===== src/rtl/letter_read_arbiter.sv =====
// Round-robin arbiter sharing the letter-memory read path among NUMREQ requesters.
// Supports single-letter reads and whole-word bursts; responses are tagged with id/last.
module letter_read_arbiter #(
    parameter int NUMREQ       = 4,
    parameter int ROWINDEXBITS = 8,
    parameter int COLINDEXBITS = 4,
    parameter int LETTERBITS   = 8,
    parameter int READLATENCY  = 2,
    parameter int IDBITS       = 2
) (
    input  logic                                                clock,
    input  logic                                                reset_n,
    input  logic [NUMREQ-1:0]                                   reqValid,
    input  logic [NUMREQ-1:0]                                   reqBurst,
    input  logic [NUMREQ-1:0][ROWINDEXBITS+COLINDEXBITS-1:0]    reqAddress,
    output logic [NUMREQ-1:0]                                   reqReady,
    output logic                                                busy,
    output logic [ROWINDEXBITS+COLINDEXBITS-1:0]                memAddress,
    output logic                                                memAddressValid,
    input  logic [LETTERBITS-1:0]                               memData,
    output logic                                                respValid,
    output logic [LETTERBITS-1:0]                               respData,
    output logic [IDBITS-1:0]                                   respId,
    output logic                                                respLast
);

    localparam int AW = ROWINDEXBITS + COLINDEXBITS;

    typedef enum logic {S_IDLE, S_BURST} state_t;

    typedef struct packed {
        logic              vld;
        logic [IDBITS-1:0] id;
        logic              last;
    } tag_t;

    state_t                  r_state;
    state_t                  w_state_nxt;
    logic [IDBITS-1:0]       r_rr;
    logic [COLINDEXBITS-1:0] r_cnt;
    logic [ROWINDEXBITS-1:0] r_word;
    logic [IDBITS-1:0]       r_id;
    tag_t                    r_tag [READLATENCY:0];

    logic                    w_any;
    logic [IDBITS-1:0]       w_win;
    logic [NUMREQ-1:0]       w_grant;
    logic                    w_accept;
    int                      w_idx;

    // First valid requester at or after the round-robin pointer.
    always_comb begin
        w_any   = 1'b0;
        w_win   = '0;
        w_grant = '0;
        w_idx   = 0;
        for (int k = 0; k < NUMREQ; k++) begin
            w_idx = int'(r_rr) + k;
            if (w_idx >= NUMREQ) w_idx = w_idx - NUMREQ;
            if (!w_any && reqValid[w_idx]) begin
                w_any = 1'b1;
                w_win = IDBITS'(w_idx);
            end
        end
        if (w_any) w_grant[w_win] = 1'b1;
    end

    always_ff @(posedge clock or negedge reset_n) begin
        if (!reset_n) r_state <= S_IDLE;
        else          r_state <= w_state_nxt;
    end

    always_comb begin
        w_state_nxt = r_state;
        case (r_state)
            S_IDLE:  if (w_accept && reqBurst[w_win]) w_state_nxt = S_BURST;
            S_BURST: if (r_cnt == '1) w_state_nxt = S_IDLE;
            default: w_state_nxt = S_IDLE;
        endcase
    end

    // reqReady is masked by reset_n so the grant vanishes the moment reset asserts.
    always_comb begin
        reqReady = '0;
        busy     = 1'b0;
        w_accept = 1'b0;
        case (r_state)
            S_IDLE: begin
                w_accept = w_any;
                if (reset_n) reqReady = w_grant;
            end
            S_BURST: busy = 1'b1;
            default: ;
        endcase
    end

    always_ff @(posedge clock or negedge reset_n) begin
        if (!reset_n) begin
            r_rr       <= '0;
            r_cnt      <= '0;
            r_word     <= '0;
            r_id       <= '0;
            memAddress <= '0;
            for (int s = 0; s <= READLATENCY; s++) r_tag[s] <= '0;
        end else begin
            r_tag[0] <= '0;
            for (int s = 1; s <= READLATENCY; s++) r_tag[s] <= r_tag[s-1];
            if (r_state == S_IDLE && w_accept) begin
                r_rr     <= (w_win == IDBITS'(NUMREQ-1)) ? '0 : w_win + IDBITS'(1);
                r_tag[0] <= '{vld: 1'b1, id: w_win, last: !reqBurst[w_win]};
                if (reqBurst[w_win]) begin
                    memAddress <= {reqAddress[w_win][AW-1:COLINDEXBITS], {COLINDEXBITS{1'b0}}};
                    r_word     <= reqAddress[w_win][AW-1:COLINDEXBITS];
                    r_id       <= w_win;
                    r_cnt      <= COLINDEXBITS'(1);
                end else begin
                    memAddress <= reqAddress[w_win];
                end
            end else if (r_state == S_BURST) begin
                memAddress <= {r_word, r_cnt};
                r_tag[0]   <= '{vld: 1'b1, id: r_id, last: (r_cnt == '1)};
                r_cnt      <= r_cnt + COLINDEXBITS'(1);
            end
        end
    end

    assign memAddressValid = r_tag[0].vld;
    assign respValid       = r_tag[READLATENCY].vld;
    assign respId          = r_tag[READLATENCY].id;
    assign respLast        = r_tag[READLATENCY].last;
    assign respData        = respValid ? memData : '0;

endmodule


===== config.mk =====
export PLATFORM = sky130hd
export DESIGN_NAME = letter_read_arbiter
export DESIGN_NICKNAME = d
export VERILOG_FILES = /design/src/rtl/letter_read_arbiter.sv
export SDC_FILE = /design/constraint.sdc
export NUM_CORES = 1
export LEC_CHECK = 0
export ABC_AREA = 0
export CAP_MARGIN = 10
export CORE_MARGIN = 2
export CORE_UTILIZATION = 25
export CTS_BUF_LIST = sky130_fd_sc_hd__clkbuf_8
export DETAILED_ROUTE_END_ITERATION = 16
export PLACE_DENSITY_LB_ADDON = 0.15
export SETUP_SLACK_MARGIN = 0.05
export SYNTH_ARGS = -nofsm -noshare
export SYNTH_HDL_FRONTEND = slang
export SYNTH_SLANG_ARGS = --single-unit

===== constraint.sdc =====
create_clock -name clock -period 2.38 [get_ports clock]
set_input_delay 0.476 -clock clock [delete_from_list [all_inputs] [get_ports clock]]
set_output_delay 0.476 -clock clock [all_outputs]
set_load 0.005 [all_outputs]

== After elaboration in Yosys (flattened, before gate mapping) ==
Index checks and enable logic that the tools add are counted.

* Equality and inequality tests: 3
* $lt $le $gt $ge: 10
* Divide/modulo/power cells: 0
* Reduce and logical (&&, ||, !) cells: 13
* Multiplexer cells: 48
* Shifts and indexed selects: 0
* Multipliers: 0
* Bitwise gates (word level): 1
* Add/subtract/negate cells: 9

{| class="wikitable"
|+ Operators by type and width
! kind !! number
|-
| $lt A32 B4 Y1 const B || 4
|-
| $mux W32 || 4
|-
| $mux W12 || 3
|-
| $mux W4 || 9
|-
| $bmux W12 S2 || 1
|-
| $mux W1 || 18
|-
| $sub A3 B3 Y4 const B || 3
|-
| $bmux W1 S2 || 5
|-
| $mux W2 || 5
|-
| $ge A3 B3 Y1 const B || 3
|-
| $mux W8 || 1
|-
| $add A2 B2 Y3 const B || 2
|-
| $logic_and A1 B1 Y1 || 6
|-
| $add A4 B1 Y4 const B || 1
|-
| $eq A4 B4 Y1 const B || 1
|-
| $logic_not A1 Y1 || 4
|-
| $reduce_and A2 Y1 || 2
|-
| $sub A2 B3 Y4 const B || 1
|-
| $add A2 B1 Y3 const B || 1
|-
| $ge A2 B3 Y1 const B || 1
|-
| $lt A2 B3 Y1 const B || 1
|-
| $add A2 B1 Y2 const B || 1
|-
| $demux W1 S2 || 1
|-
| $eq A2 B2 Y1 const B || 1
|-
| 5 further kinds || 5
|}

* Memories: 0
* Word-level logic and storage cells: 99
* Memory bits (read-only): 0
* Bits in latches: 0
* Bits in registers: 41
* Bits in writable memories: 0
* Output and inout port bits: 30

== Logic depth before layout (Yosys ltp) ==
Gate-level depths: netlist (run 1).

* Word-level depth: 22
* Gate-level depth with buffers: 8
* Depth with buffers taken out: 7

== Worst setup path after synthesis (run 1) ==
Ideal clock, no wire load.

* Kind: in2reg
* From: input port reqValid[2]
* To: register r_id[0]
* Stages: 7
* Path slack: 138 ps
* Library setup time: 125 ps
* Arrival: 2,117 ps
* Cells stage by stage: nor2b_1 > a221o_1 > and3_4 > a211oi_2 > or3_4 > buf_6 > mux2_4

* Longest elaborated chain between the ends: 16

{| class="wikitable"
|+ RTL lines
! element !! RTL line !! text
|-
| from (decl) || 13 || <nowiki>input logic [NUMREQ-1:0] reqValid,</nowiki>
|-
| $bmux W1 S2 || 60 || <nowiki>if (!w_any && reqValid[w_idx]) begin</nowiki>
|-
| $mux W1 (not written as such) (2 in series) || 60 ||
|-
| $mux W1 || 60 ||
|-
| $logic_not A1 Y1 || 60 ||
|-
| $logic_and A1 B1 Y1 || 60 ||
|-
| $mux W1 || 60 ||
|-
| $logic_not A1 Y1 || 60 ||
|-
| $logic_and A1 B1 Y1 || 60 ||
|-
| $mux W1 || 60 ||
|-
| $logic_not A1 Y1 || 60 ||
|-
| $logic_and A1 B1 Y1 || 60 ||
|-
| $mux W2 / $mux W1 (equally long branches) || 60 ||
|-
| $bmux W1 S2 / $mux W1 (equally long branches) || 111, 87 ||
|-
| $mux W1 (not written as such) / $logic_and A1 B1 Y1 (equally long branches) || 111, 108 ||
|-
| $reduce_and A2 Y1 (no line) || -- ||
|-
| to (signal assigned) || 114 || <nowiki>r_id <= w_win;</nowiki>
|-
| to (decl) || 42 || <nowiki>logic [IDBITS-1:0] r_id;</nowiki>
|}

Parallel ways exist; a longest one is shown, timed or not. The select of a mux whose other input is x is not followed.
A chain may end at the register's enable or synchronous reset.

== Worst setup path in the final report (run 1) ==
* From: input port reqValid[0]
* To: output port reqReady[3]

* Longest elaborated chain between the ends: 20

{| class="wikitable"
|+ RTL lines
! element !! RTL line !! text
|-
| $bmux W1 S2 || 60 ||
|-
| $mux W1 (not written as such) (2 in series) || 60 ||
|-
| $mux W1 || 60 ||
|-
| $logic_not A1 Y1 || 60 ||
|-
| $logic_and A1 B1 Y1 || 60 ||
|-
| $mux W1 || 60 ||
|-
| $logic_not A1 Y1 || 60 ||
|-
| $logic_and A1 B1 Y1 || 60 ||
|-
| (+3 left out) || -- ||
|-
| $mux W2 || 60 ||
|-
| $lt A2 B3 Y1 (not written as such) / $ge A2 B1 Y1 (equally long branches) || 65 || <nowiki>if (w_any) w_grant[w_win] = 1'b1;</nowiki>
|-
| $logic_and A1 B1 Y1 (not written as such) || 65 ||
|-
| $mux W1 (not written as such) || 65 ||
|-
| $demux W1 S2 || 65 ||
|-
| $mux W4 (*) || 65 ||
|-
| $mux W4 (*) || 90 || <nowiki>if (reset_n) reqReady = w_grant;</nowiki>
|-
| $mux W4 (*) || 87 || <nowiki>case (r_state)</nowiki>
|-
| to (decl) || 16 || <nowiki>output logic [NUMREQ-1:0] reqReady,</nowiki>
|}

Mark *: on every way between the ends. The rest lies on a longest branch, timed or not. The select of a mux whose other input is x is not followed.

==> out/metrics.cfg, run 1 <==
[sta]
rsz0062_at_grt=false
fin_skew_ps=6.49
max_slew_margin=0.618
slew_viol_final=0
finalHoldViolCount=0
fmax_mhz=436
hold-worst-slack_ps=280
max_slew.worst_pin.slew_ps=569
layout_min_cycle_time_ps=2290
post-route-period-util=0.963
setup_violations=0

[power_and_ir_drop]
power_density_nw_per_um2=1030
p_leak_nw=1.71
vdd_drop_max_v=0.000407

[synth]
yosys_warnings=0
syn-num-nets=280
syn_avg_cell_area_um2=10.8
synth-seq-area-share=0.450
syn-instance-count=212
ys_types=46
ys_async_sr_fraction=1.00
synth_edf_count=0
syn_area_um2=2280
yosys_register_bits=41
synth_flop_cell=dfrtp_1

[clock_network]
cts_tree=yes
clkLatencyLatePin_ps=290
cts_sinks=41
clk_pin_slew_worst_paths_ps=80
h-tree-depth=2
cts_made_buffers=5
clk_root_buffer_cell=clkbuf_8
clockBufferDepth=2

[placement]
place_area_um2=3600
gp_congestion=0.754
placed_cells=438
hpwl_um=4930
port-buffer-count=95

[routing]
routed-via-count=2141
drtIter0Drc=59
wl_per_cell_um=14.8
drt_pass1_iterations=5
drtAntennaViolNets=0
wirelength_um=6730
route.detailed.drc=0
vias_per_cell=4.71

[cells_and_area]
multi_input_area_um2=1270
area_growth_pct=70.2
diodes=0
postLayoutCellArea_um2=3880
seqCellArea_um2=1030
n_fill_cell=843
post_route_cells_drive_above_1_share=0.280
fin_nets=414
fin_cells=455

[setup_path]
reg2regPathDepth=11
path_cells=clkdlybuf4s15_1, nor2b_4, buf_4, a22oi_2, o21ai_2, buf_4, inv_4, ha_4, and3_4, buf_6
crit_path_frequent_cell=buf_4
reg2reg_to=r_word[2]
worstSetupPathType=input port to output pin
cp.arrival_ps=1820
r2r_start=r_rr[1]
crit_path_max_incr_delay_ps=210
rrSetupSlack_ps=140
startpoint_type=input port
slowest_stage=clkdlybuf4s15_1
path_max_fanout=3
crit_required_ps=1900
crit_path_end_kind=output pin

[grt]
grt_use_total=0.136
antenna_found_initial=0
use_met1=0.177
grt_pass1_vias=2198
busiest_layer=met2
grt_pass1_wl_um=10800
use_met3=0.0323
grt_overflow=0
grt_max_degree=42
grt_use_met2=0.227

[floorplanning]
die_h_um=99.5
fp.dieW_um=99.5
start_util=0.259
coreArea_um2=8810
row_count=34
io_pins=96
die_area_um2=9910

[min_path]
hp-class=input port to async pin

[outcome]
status=complete, no violations

[run]
maxCapViolations=0

==> worst max-delay path by stage <==
stage	startpoint	endpoint	slack, ps
2_1_floorplan	reqValid[2]	r_id[0]	140
3_3_place_gp	reqValid[1]	reqReady[3]	-490
3_5_place_dp	reqValid[1]	reqReady[3]	-520
4_1_cts	reqValid[0]	reqReady[3]	40
5_1_grt	r_rr[1]	reqReady[0]	30
6_report	reqValid[0]	reqReady[3]	90
==> flip-flops by register name (all words and copies together) (netlist names) <==
signal           cells
r_rr                 2
respId               2
memAddress          12
respValid            1
r_tag                7
r_cnt                4
memAddressValid      1
respLast             1
r_word               8
r_state              1
r_id                 2
==> critical path: cells and delay by family <==
family | cells | cell delay (ps)
adders and majority gates | 1 | 130
and+or+nand+nor | 2 | 320
AOI/OAI and AO/OA | 2 | 260
buffers and inverters | 5 | 640
==> metrics by stage <==
| step | power [W] | TNS [ps] | setup WS, ps | utilization |
|---|---|---|---|---|
| floorplan | 0.00235 | 0 | 138 | - |
| global placement | 0.00332 | -10360 | -488 | 0.408 |
| detailed placement | 0.00335 | -11120 | -517 | 0.408 |
| CTS | 0.00396 | 0 | 43.7 | 0.432 |
| global route | 0.00430 | 0 | 34.5 | 0.441 |
| finish | 0.00399 | 0 | 87.7 | 0.441 |
==> routing by layer <==
layer | wire, um | up-vias
met1 | 2960 | 999
met3 | 432 | 9
met4 | 91 | 0
li1 | - | 1056
met2 | 3250 | 77
met5 | 0 | -
==> kinds of logic after synthesis <==
kind of cell | synth area share
AO/OA/AOI/OAI | 0.208
XOR/XNOR | 0.00768
adder cells (fa/ha/maj) | 0.0110
buffers and inverters | 0.0433
flip-flops | 0.450
multiplexers | 0.135
AND/OR/NAND/NOR | 0.145
==> layout by cell type (no fill, tap or decap), types with 3 or more instances in the layout <==
master	instances
a211o_1	5
a211oi_1	8
a211oi_2	3
a21oi_1	13
a2bb2oi_1	5
a31oi_1	3
and2_1	11
and3_1	10
and3_4	3
buf_12	3
buf_2	3
buf_4	37
buf_6	5
clkbuf_8	5
clkdlybuf4s50_1	86
dfrtp_1	40
inv_1	4
mux2_4	10
mux2i_1	6
mux4_1	3
nand2_1	13
nand3_1	4
nor2_1	4
o21a_1	4
o21ai_0	13
o31ai_1	4
==> synthesized netlist by cell type, types with 2 or more instances <==
cell type | instances | area share
and3_2 | 2 | 0.0066
and3_1 | 11 | 0.030
o31ai_1 | 4 | 0.013
nor3_1 | 4 | 0.0088
dfrtp_1 | 41 | 0.45
mux2i_1 | 6 | 0.026
o22ai_1 | 2 | 0.0055
nor2_1 | 4 | 0.0066
nor2b_1 | 2 | 0.0055
buf_4 | 2 | 0.0066
a211o_1 | 5 | 0.019
a211oi_1 | 11 | 0.036
and2_1 | 12 | 0.033
ha_1 | 2 | 0.011
a31oi_1 | 3 | 0.0082
or2_2 | 2 | 0.0055
a21oi_1 | 13 | 0.029
inv_2 | 2 | 0.0033
a2bb2oi_1 | 5 | 0.019
mux4_1 | 3 | 0.035
clkbuf_1 | 9 | 0.015
nand2_1 | 14 | 0.023
inv_1 | 3 | 0.0049
nand3_1 | 4 | 0.0088
buf_6 | 2 | 0.0099
o21a_1 | 4 | 0.013
o21ai_0 | 13 | 0.029
mux2_4 | 9 | 0.059
==> area by class of cell <==
type | count | share of cell area
repair buffers | 140 | 0.346
multi-input cells | 152 | 0.327
flip-flops and latches | 41 | 0.264
well taps | 108 | 0.0348
clock buffers | 5 | 0.0177
inverters | 6 | 0.00709
clock inverters | 3 | 0.00354
==> where the power goes <==
| part | switching [W] | internal (W) | leakage [nW] | total [W] |
|---|---|---|---|---|
| Sequential | 0.000193 | 0.00102 | 0.482 | 0.00122 |
| Clock | 0.000227 | 0.000199 | 0.0491 | 0.000426 |
| Combinational | 0.000964 | 0.00138 | 1.18 | 0.00235 |
| Total | 0.00138 | 0.00260 | 1.71 | 0.00399 |
==> repair_timing <==
item                       in CTS  in global routing
hold endpoints to repair        0                  0
gates resized for setup        35                 18
pin swaps                       9                 10
hold buffers                    0                  0
setup endpoints to repair      23                 22
buffers inserted                6                  3
cloned                          2                  0
Note: power is estimated with default switching activity, not from simulation.
==> inputs of run 2 (changes only) <==
Settings changed: CORE_UTILIZATION 25 to 44.
==> out/metrics.cfg, run 2 (synthesis gave the netlist of run 1 again) <==
[outcome]
status=complete, no violations  ; unchanged

[sta]
max_slew.worst_pin.slew_ps=575  ; was 569 ps
setup_ws_ps=99.0  ; was 87.7 ps
slew_viol_final=0  ; unchanged
setup_violations=0  ; unchanged
layout_min_cycle_time_ps=2280  ; was 2290 ps
fmax_mhz=438  ; was 436 MHz
fin_skew_ps=1.51  ; was 6.49 ps
finalHoldViolCount=0  ; unchanged
post-route-period-util=0.958  ; was 0.963
hold-worst-slack_ps=301  ; was 280 ps
finalSetupTns_ps=0  ; unchanged
max_slew_margin=0.614  ; was 0.618
rsz0062_at_grt=true  ; was false

[routing]
vias_per_cell=5.26  ; was 4.71
drtIter0Drc=113  ; was 59
wl_per_cell_um=15.4  ; was 14.8 um
drtAntennaViolNets=0  ; unchanged
routed-via-count=2173  ; was 2141
wirelength_um=6370  ; was 6730 um
drt_pass1_iterations=4  ; was 5
route.detailed.drc=0  ; unchanged

[placement]
dp_slack_ps=-555  ; was -517 ps
hpwl_um=4790  ; was 4930 um
port-buffer-count=95  ; unchanged
place_area_um2=3550  ; was 3600 um^2
gp_congestion=0.881  ; was 0.754
placed_cells=403  ; was 438

[clock_network]
clk_pin_slew_worst_paths_ps=80  ; about the same
cts_sinks=41  ; unchanged
clkLatencyLatePin_ps=310  ; was 290 ps
clockBufferDepth=2  ; unchanged
clk_root_buffer_cell=clkbuf_8  ; unchanged
cts_made_buffers=5  ; unchanged
ctsHoldBuffers=0  ; unchanged
cts_tree=yes  ; unchanged
h-tree-depth=2  ; unchanged

[setup_path]
path_cells=dlygate4sd2_1, buf_6, a221o_1, buf_4, and3_2, a211oi_4, or3_4, mux2_2  ; was clkdlybuf4s15_1, nor2b_4, buf_4, a22oi_2, o21ai_2, buf_4, inv_4, ha_4, and3_4, buf_6
cp.arrival_ps=2480  ; was 1820 ps
path_max_fanout=13  ; was 3
crit_path_max_incr_delay_ps=360  ; was 210 ps
crit_path_end_kind=flop  ; was output pin
slowest_stage=a221o_1  ; was clkdlybuf4s15_1
worstSetupPathType=input port to flop  ; was input port to output pin
startpoint_type=input port  ; unchanged
crit_required_ps=2580  ; was 1900 ps

[floorplanning]
coreArea_um2=5040  ; was 8810 um^2
fp.dieW_um=76.0  ; was 99.5 um
row_count=26  ; was 34
die_area_um2=5780  ; was 9910 um^2
io_pins=96  ; unchanged
die_h_um=76.0  ; was 99.5 um
start_util=0.453  ; was 0.259

[cells_and_area]
fin_nets=410  ; was 414
final_cell_mix=86 x clkdlybuf4s50_1, 40 x dfrtp_1, 40 x buf_4  ; was 86 x clkdlybuf4s50_1, 40 x dfrtp_1, 37 x buf_4
diodes=0  ; unchanged
area_growth_pct=63.3  ; was 70.2%
final_common_cell=clkdlybuf4s50_1  ; unchanged
post_route_cells_drive_above_1_share=0.265  ; was 0.280
fin_cells=413  ; was 455
top_register=memAddress  ; unchanged
largest_reg_flops=12  ; unchanged
postLayoutCellArea_um2=3730  ; was 3880 um^2
largestRegisters=memAddress: 12 flops, r_word: 8 flops, r_tag: 7 flops  ; unchanged

[grt]
grt_overflow=0  ; unchanged
grt_pass1_vias=2219  ; was 2198
grt_use_total=0.230  ; was 0.136
grt_pass1_wl_um=10500  ; was 10800 um
grt_max_degree=42  ; unchanged
antenna_found_initial=0  ; unchanged

[power_and_ir_drop]
p_leak_nw=1.65  ; was 1.71 nW
power_density_nw_per_um2=1040  ; was 1030 nW/um^2
vdd_drop_max_v=0.000564  ; was 0.000407 V

[min_path]
hp-class=input port to async pin  ; unchanged

[run]
maxCapViolations=0  ; unchanged

[run 2: cell types whose count changed in the layout (fill, tap and decap cells not counted), sizes merged]
cell,delta
clkinvlp,+1
bufbuf,-1
dlygate4sd2,+2
clkinv,-1
buf,-5
[run 2: cell type report]
type,instances,area (um^2)
clock inverter,3,25.0
timing repair buffer,136,1240
clock buffer,5,68.8
tap,70,87.6
fill,358,1320
sequential,41,1030
inverter,6,27.5
multi-input combinational,152,1250
[run 2: per-layer routing]
layer	global-route usage	routed length, um	vias to the layer above
li1	-	-	1047
met1	0.295	2820	1026
met2	0.386	3090	87
met3	0.0533	356	13
met4	0.0800	111	0
met5	0	0	-
[run 2: where the power goes]
part	internal (W)	switching, W
Clock	0.000212	0.000267
Sequential	0.00102	0.000194
Combinational	0.00126	0.000928
Total	0.00249	0.00139
[run 2: per-stage QoR]
stage,total power [W],utilization
finish,0.00388,0.739
global route,0.00416,0.739
CTS,0.00385,0.734
detailed placement,0.00331,0.703
global placement,0.00324,0.703
floorplan,0.00235,-
[run 2: final timing paths]
kind,cells past startpoint,slack (ps),end,start
max reg2reg,7,110,r_id[1],r_rr[0]
max,8,100,r_id[1],reqValid[2]
min in group clock,0,350,respId[0],r_tag[5]
max in group asynchronous,2,1700,r_rr[0],reset_n
min,2,300,r_tag[5],reset_n
min reg2reg,0,350,respId[0],r_tag[5]
[run 2: what timing repair did]
item / 4_1_cts / 5_1_grt
resized for setup: 29 / 10
gates cloned: 0 / 1
setup buffers: 1 / 0
pin swaps: 3 / 3
setup endpoints to repair: 24 / 15
[run 2: worst max-delay path: cells and delay by family]
family	cells	cell delay (ps)
AOI/OAI and AO/OA	2	620
buffers and inverters	3	570
muxes	1	340
and+or+nand+nor	2	460
==> inputs of run 3 (changes only) <==
Settings changed: CAP_MARGIN 10 to 20, MAX_ROUTING_LAYER set to met4, PLACE_DENSITY_LB_ADDON 0.15 to 0.25.
==> out/metrics.cfg, run 3 (synthesis gave the netlist of run 1 again) <==
[floorplanning]
fp.dieW_um=76.0  ; unchanged
io_pins=96  ; unchanged
coreArea_um2=5040  ; unchanged
start_util=0.453  ; unchanged
row_count=26  ; unchanged
die_area_um2=5780  ; unchanged
die_h_um=76.0  ; unchanged

[grt]
grt_overflow=0  ; unchanged
grt_max_degree=35  ; was 42
antenna_found_initial=0  ; unchanged
grt_pass1_wl_um=10800  ; was 10500 um
grt_pass1_vias=2181  ; was 2219
grt_use_total=0.237  ; was 0.230

[sta]
layout_min_cycle_time_ps=2320  ; was 2280 ps
setup_ws_ps=64.2  ; was 99.0 ps
fin_skew_ps=7.71  ; was 1.51 ps
setup_violations=0  ; unchanged
finalHoldViolCount=0  ; unchanged
hold-worst-slack_ps=29.1  ; was 301 ps
fmax_mhz=432  ; was 438 MHz
max_slew_margin=0.635  ; was 0.614
max_slew.worst_pin.slew_ps=545  ; was 575 ps
rsz0062_at_grt=true  ; unchanged
slew_viol_final=0  ; unchanged
post-route-period-util=0.973  ; was 0.958

[cells_and_area]
fin_cells=417  ; was 413
n_fill_cell=340  ; was 358
final_cell_mix=86 x clkdlybuf4s50_1, 40 x dfrtp_1, 37 x buf_4, 13 x o21ai_0, 13 x a21oi_1  ; was 86 x clkdlybuf4s50_1, 40 x dfrtp_1, 40 x buf_4
area_growth_pct=67.3  ; was 63.3%
post_route_cells_drive_above_1_share=0.274  ; was 0.265
final_common_cell=clkdlybuf4s50_1  ; unchanged
top_register=memAddress  ; unchanged
fin_nets=414  ; was 410
largestRegisters=memAddress: 12 flops, r_word: 8 flops, r_tag: 7 flops  ; unchanged
fin_util=0.757  ; was 0.739
diodes=0  ; unchanged
largest_reg_flops=12  ; unchanged

[min_path]
hp-class=input port to async pin  ; unchanged

[routing]
drt_pass1_iterations=4  ; unchanged
routed-via-count=2217  ; was 2173
drtAntennaViolNets=0  ; unchanged
drtIter0Drc=86  ; was 113
wirelength_um=6750  ; was 6370 um
route.detailed.drc=0  ; unchanged
vias_per_cell=5.32  ; was 5.26
wl_per_cell_um=16.2  ; was 15.4 um

[setup_path]
cp.arrival_ps=1840  ; was 2480 ps
r2r_start=r_rr[0]  ; unchanged
startpoint_type=flop  ; was input port
setup.worst_path.start=r_rr[0]  ; was reqValid[2]
path_max_fanout=5  ; was 13
worstSetupPathType=flop to output pin  ; was input port to flop
crit_required_ps=1900  ; was 2580 ps
crit_path_end_kind=output pin  ; was flop

[power_and_ir_drop]
p_leak_nw=1.69  ; was 1.65 nW
vdd_drop_max_v=0.000551  ; was 0.000564 V
fin_total_pwr_w=0.00410  ; was 0.00388 W
power_density_nw_per_um2=1070  ; was 1040 nW/um^2

[clock_network]
clockBufferDepth=2  ; unchanged
clk_root_buffer_cell=clkbuf_8  ; unchanged
cts_made_buffers=5  ; unchanged
cts_tree=yes  ; unchanged
clk_pin_slew_worst_paths_ps=80  ; about the same
cts_sinks=41  ; unchanged
clkLatencyLatePin_ps=290  ; was 310 ps
ctsHoldBuffers=0  ; unchanged
h-tree-depth=2  ; unchanged

[placement]
placed_cells=401  ; was 403
dp_slack_ps=-526  ; was -555 ps
port-buffer-count=95  ; unchanged
hpwl_um=4570  ; was 4790 um
gp_congestion=0.834  ; was 0.881

[run]
maxCapViolations=0  ; unchanged

[outcome]
status=complete, no violations  ; unchanged

-- run 3: final cells by class --
class                           instances  area (um^2)  share of cell area
Timing Repair Buffer                  140         1300               0.341
Multi-Input combinational cell        152         1260               0.329
Sequential cell                        41         1030               0.269
Tap cell                               70         87.6              0.0229
Clock buffer                            5         68.8              0.0180
Clock inverter                          3         46.3              0.0121
Inverter                                6         27.5             0.00721
-- run 3: path summary, 6_finish.rpt --
check	endpoint	slack, ps	cells after the start
worst min-delay path	memAddress[2]	30	1
worst max register to register	r_word[4]	90	10
worst min register to register	respId[1]	350	0
min in group clock	respId[1]	350	0
worst max-delay path	reqReady[0]	60	9
max in group asynchronous	r_rr[0]	1640	2
-- run 3: report_power, final --
group	total [W]	switching, W	internal, W
Sequential	0.00122	0.000199	0.00102
Clock	0.000560	0.000246	0.000314
Combinational	0.00232	0.000991	0.00133
-- run 3: critical path: stages (launching register included) --
cell,delay [ps]
dfrtp_2,460
buf_6,140
nor2b_4,160
buf_6,110
a22oi_2,50
o21ai_2,90
inv_2,80
buf_6,140
nor3_4,180
buf_2,140
-- run 3: through the flow --
step	setup TNS, ps	instance area [um^2]
6_report	0	3820
5_1_grt	-8.59	3820
4_1_cts	0	3760
3_5_place_dp	-10950	3530
3_3_place_gp	-9090	3530
2_1_floorplan	0	2280
-- run 3: what timing repair did --
item                                    4_1_cts  5_1_grt
resized for setup                            35       16
pin swaps                                     8        5
cloned                                        1        0
endpoints found under the setup margin       26       18
setup buffers                                 4        5
-- run 3: metal layers --
metal	track usage	wire length, um	vias up
li1	-	-	1058
met1	0.295	2780	1059
met2	0.399	3520	90
met3	0.0438	339	10
met4	0.0709	114	0
met5	-	0	-
